File: src/rtl/serial_addsub_pkg.sv
// serial_addsub_pkg: shared types and helpers for the serial adder/subtractor.
//   state_t : controller state encoding (IDLE, RUN, DONE)
//   clog2   : ceiling log2, used to size the step counter
package serial_addsub_pkg;

  typedef enum logic [1:0] {
    IDLE = 2'd0,
    RUN  = 2'd1,
    DONE = 2'd2
  } state_t;

  function automatic int unsigned clog2(input int unsigned v);
    int unsigned r;
    r = 0;
    for (int unsigned i = 0; i < 32; i++) begin
      if ((64'(1) << i) < 64'(v)) r = i + 1;
    end
    return r;
  endfunction

endpackage

File: src/rtl/serial_addsub_fa_slice.sv
// fa_slice: combinational ripple of SLICE one-bit full adders.
//   a, b  : SLICE-bit operand digits
//   ci    : carry into bit 0
//   s     : SLICE-bit sum digit
//   co    : carry out of the top bit
//   c_msb : carry into the top bit (for signed overflow detection)
module fa_slice #(
  parameter int SLICE = 1
) (
  input  logic [SLICE-1:0] a,
  input  logic [SLICE-1:0] b,
  input  logic             ci,
  output logic [SLICE-1:0] s,
  output logic             co,
  output logic             c_msb
);

  logic [SLICE:0] c;

  always_comb begin
    c    = '0;
    s    = '0;
    c[0] = ci;
    for (int unsigned i = 0; i < SLICE; i++) begin
      s[i]   = a[i] ^ b[i] ^ c[i];
      c[i+1] = (a[i] & b[i]) | (a[i] & c[i]) | (b[i] & c[i]);
    end
  end

  assign co    = c[SLICE];
  assign c_msb = c[SLICE-1];

endmodule

File: src/rtl/serial_addsub.sv
// serial_addsub: multi-cycle adder/subtractor reusing one SLICE-bit adder
// slice for WIDTH/SLICE cycles, carry held in a register between cycles.
//   clk, rst   : clock, asynchronous active-high reset
//   start      : request, accepted while busy==0
//   sub        : 0 -> a+b+c_in, 1 -> a-b-c_in (c_in is borrow-in)
//   a, b, c_in : operands, captured at the accepted start
//   busy       : computation in progress
//   done       : one-cycle pulse when s/c_out/ovf update
//   s          : WIDTH-bit result, held between completions
//   c_out      : carry out of MSB (sub mode: 1 = no borrow)
//   ovf        : two's-complement overflow
module serial_addsub
  import serial_addsub_pkg::*;
#(
  parameter int WIDTH = 8,
  parameter int SLICE = 1
) (
  input  logic             clk,
  input  logic             rst,
  input  logic             start,
  input  logic             sub,
  input  logic [WIDTH-1:0] a,
  input  logic [WIDTH-1:0] b,
  input  logic             c_in,
  output logic             busy,
  output logic             done,
  output logic [WIDTH-1:0] s,
  output logic             c_out,
  output logic             ovf
);

  generate
    if (WIDTH < 2 || SLICE < 1 || SLICE > WIDTH || (WIDTH % SLICE) != 0) begin : g_bad_params
      $error("serial_addsub: WIDTH must be >= 2 and SLICE must divide WIDTH");
    end
  endgenerate

  localparam int unsigned STEPS = WIDTH / SLICE;
  localparam int unsigned SW    = (clog2(STEPS) < 1) ? 1 : clog2(STEPS);
  localparam logic [SW-1:0] LAST = SW'(STEPS - 1);

  state_t           state;
  logic [WIDTH-1:0] op_a;
  logic [WIDTH-1:0] op_b;
  logic [WIDTH-1:0] shadow;
  logic [WIDTH-1:0] shadow_next;
  logic             carry;
  logic [SW-1:0]    step;

  logic [SLICE-1:0] sl_s;
  logic             sl_co;
  logic             sl_cmsb;

  // Operands shift down one digit per step so the slice always reads the
  // low digit; the sum digit enters the shadow register from the top.
  fa_slice #(.SLICE(SLICE)) u_slice (
    .a     (op_a[SLICE-1:0]),
    .b     (op_b[SLICE-1:0]),
    .ci    (carry),
    .s     (sl_s),
    .co    (sl_co),
    .c_msb (sl_cmsb)
  );

  always_comb begin
    shadow_next                   = shadow >> SLICE;
    shadow_next[WIDTH-1 -: SLICE] = sl_s;
  end

  assign busy = (state == RUN);

  always_ff @(posedge clk or posedge rst) begin
    if (rst) begin
      state  <= IDLE;
      op_a   <= '0;
      op_b   <= '0;
      shadow <= '0;
      carry  <= 1'b0;
      step   <= '0;
      done   <= 1'b0;
      s      <= '0;
      c_out  <= 1'b0;
      ovf    <= 1'b0;
    end else begin
      done <= 1'b0;
      if (state == RUN) begin
        op_a   <= op_a >> SLICE;
        op_b   <= op_b >> SLICE;
        shadow <= shadow_next;
        carry  <= sl_co;
        step   <= step + 1'b1;
        if (step == LAST) begin
          s     <= shadow_next;
          c_out <= sl_co;
          ovf   <= sl_cmsb ^ sl_co;
          done  <= 1'b1;
          state <= DONE;
        end
      end else if (start) begin
        // Subtraction is a + ~b + ~borrow_in.
        op_a   <= a;
        op_b   <= b ^ {WIDTH{sub}};
        carry  <= c_in ^ sub;
        step   <= '0;
        shadow <= '0;
        state  <= RUN;
      end else begin
        state <= IDLE;
      end
    end
  end

endmodule

File: config.mk
export PLATFORM = sky130hd
export DESIGN_NAME = serial_addsub
export DESIGN_NICKNAME = d
export VERILOG_FILES = /design/src/rtl/serial_addsub_pkg.sv /design/src/rtl/serial_addsub_fa_slice.sv /design/src/rtl/serial_addsub.sv
export SDC_FILE = /design/constraint.sdc
export NUM_CORES = 1
export LEC_CHECK = 0
export CORE_ASPECT_RATIO = 0.6
export CORE_MARGIN = 4
export CORE_UTILIZATION = 47
export DETAILED_ROUTE_END_ITERATION = 8
export MAX_ROUTING_LAYER = met4
export PLACE_DENSITY = 0.87
export SYNTH_ARGS = -nofsm -noshare
export SYNTH_HDL_FRONTEND = slang
export SYNTH_SLANG_ARGS = --single-unit
File: constraint.sdc
create_clock -name clk -period 1.55 [get_ports clk]
set_input_delay 0.2325 -clock clk [delete_from_list [all_inputs] [get_ports clk]]
set_output_delay 0.2325 -clock clk [all_outputs]
set_load 0.005 [all_outputs]
==> metrics, run 1 <==
port buffer count 32; Synth top cells by count 40 x dfrtp_1, 25 x nand2_1, 18 x o21ai_0; maxcap violations 0; Post-Route WL 3.160 mm; die area 5035 µm²; cell taking the most area after synthesis dfrtp_1; Req. time, crit path roughly 1700 ps; synthesized instance count 159; pwr dens between 1500 and 2000 nW/µm²; yosys warns 0; Syn Area/Cell 11.63 µm²; ys flop type dfrtp_1; sequential area share after synthesis between 50% and 60%; synth top area cells dfrtp_1 54%, mux2i_1 8.7%, mux2_2 6.1%; Setup Fix Bufs, Post-CTS 0; die width 88.98 µm; first-pass GRT wire length 5.464 mm; worst-margin pin slew around 270 ps; nature of the critical path startpoint register; CTS tree yes; largest net degree at the start of global routing 41; Reg clk slew, reported paths ~70 ps; post-layout minimum cycle time around 1500 ps; Post-route DRC 0; Crit path top cell by count ha_1; Yosys reg bits 40; # rows 17; Diodes inserted 0; final hold slack between 200 and 300 ps; Core Util, Final between 60% and 70%; Via Count ~1,200; FILL cells 306; vias in the first global route 1,271; setup tns final 0 ps; Worst path slowest cell dfrtp_1; Final Hold Viols 0; FMAX 683.7 MHz; relative slew slack 82.16%; CTS Buffer Depth 2; wire length per cell 13.22 µm; end of the worst register-to-register path s[3]$_DFFE_PP0P_; Cell Area, Synth approximately 1800 µm²; post-synth top area share between 50% and 60%; Netlist cell types 18; Clock Skews 3.140 ps; multi-input logic area roughly 740 µm²; clk_lat worst skew roughly 280 ps; GRT overflow 0; First-pass DRT Iterations 4; Crit. End Element register; final setup violation count 0; FF-to-FF setup slack roughly 87 ps; Post-synth EDFFs 0; clock sink count 40; total core area ~3700 µm²; synth-to-layout area growth 23.21%; Final Net Count 216; HP Class in -> async; Post-DP HPWL between 2 and 2.5 mm; Worst Path Arrival approximately 1600 ps; vias per cell around 5; leakage power between 1 and 1.5 nW; crit path kind reg -> reg; Initial DRC Count 40; reg2reg start step[0]$_DFFE_PP0P_; Post-Syn Nets between 150 and 200; Top Ports 33; unrepaired setup endpoints after global routing false; ANT nets after route 0; VDD IR max ~1.3 mV; Initial Util between 40 and 50%; share of cells above drive strength 1 a little under an eighth; maximum fanout along the worst path 13; Final Cycle Share between 90% and 100%; Die Y roughly 57 µm; root buf cell clkbuf_8; pins over their slew limit 0; crit path cell chain ha_1 > ha_1 > nand3b_4 > mux2_2; FF/Latch Area 1001 µm²; outcome complete, no violations; crit-path max cell delay between 300 and 400 ps; Synth async-reset ratio 100.0%; gr usage total about 14%; count leader, synth dfrtp_1; Final GP Congestion 0.7425; R2R cell count 4; Pwr Total ~0.0038 W; htree depth 2; TritonCTS Buffers 5; initial antenna violation count 0
-- sequential cells by signal (all words and copies together) (netlist names) --
register,count
op_b,8
c_out,1
op_a,8
done,1
step,3
shadow,7
state,2
s,8
carry,1
ovf,1
-- per-layer routing --
metal / up-vias / wire length, µm / GRT usage [%]
li1: 593 / - / -
met1: 571 / 1536 / 18.44
met2: 25 / 1400 / 21.56
met3: 3 / 191 / 4.839
met4: 0 / 32 / 5.096
met5: - / 0 / -
-- worst max-delay path by stage --
stage                        startpoint          endpoint  slack [ps]
global placement    step[0]$_DFFE_PP0P_  s[5]$_DFFE_PP0P_         130
CTS                 step[0]$_DFFE_PP0P_  s[3]$_DFFE_PP0P_          70
finish              step[0]$_DFFE_PP0P_  s[3]$_DFFE_PP0P_          90
floorplan           step[0]$_DFFE_PP0P_  s[0]$_DFFE_PP0P_         120
detailed placement  step[0]$_DFFE_PP0P_  s[3]$_DFFE_PP0P_          90
global route        step[0]$_DFFE_PP0P_  s[3]$_DFFE_PP0P_          40
-- report_power, final --
part	switching, W	internal, W	total [W]
combinational	0.000687	0.000756	0.00144
sequential	0.000271	0.00150	0.00177
clock	0.000323	0.000306	0.000629
-- cells in the final DEF, fill, tap and decap left out, drive strengths merged, types with 2 or more instances in the layout --
master,instances
clkbuf,6
xor2,8
xnor2,2
clkdlybuf4s50,31
mux2,10
o21ai,25
dfrtp,40
nand2b,9
nor2,4
nand2,25
inv,3
buf,5
mux2i,16
ha,2
-- stage by stage --
step / cells / setup slack, ps / area [µm²]
after global routing: 239 / 36.70 / 2278
after CTS: 239 / 68.27 / 2278
after floorplan: 159 / 121.9 / 1849
after detailed placement: 232 / 93.08 / 2202
after global placement: 232 / 131.8 / 2202
final: 239 / 87.42 / 2278
-- cell type report --
type | count | share of cell area, %
Clock buffer | 6 | 3.185
Clock inverter | 1 | 0.2197
Inverter | 3 | 0.4942
Multi-Input combinational cell | 105 | 32.29
Sequential cell | 40 | 43.93
Tap cell | 47 | 2.581
Timing Repair Buffer | 37 | 17.30
-- repair_timing --
action / CTS / global route
endpoints found under the setup margin: 1 / 0
resized for setup: 1 / 0
hold buffers: 0 / 0
-- cells by family (layout without fill, tap and decap cells) --
family | Yosys count | count (layout) | share of synthesized area [%]
mux | 26 | 26 | 14.75
fa+ha+maj | 3 | 3 | 2.436
simple gates | 40 | 40 | 10.42
compound gates | 26 | 26 | 7.442
xor+xnor | 10 | 10 | 4.736
flops | 40 | 40 | 54.13
buf+inv | 14 | 47 | 6.089
-- critical path, delay by kind of cell, from the launching register on --
family / cells / cell delay [ps]
adders and majority gates: 2 / 410
muxes: 1 / 360
and+or+nand+nor: 1 / 180
DFF: 1 / 390
No activity file was read; power rests on OpenSTA's default activity.
==> run 2: changes to the inputs <==
CAP_MARGIN = 20   (was default)
==> results of run 2 <==
No change in the layout: final DEF, timing and power equal those of run 1.
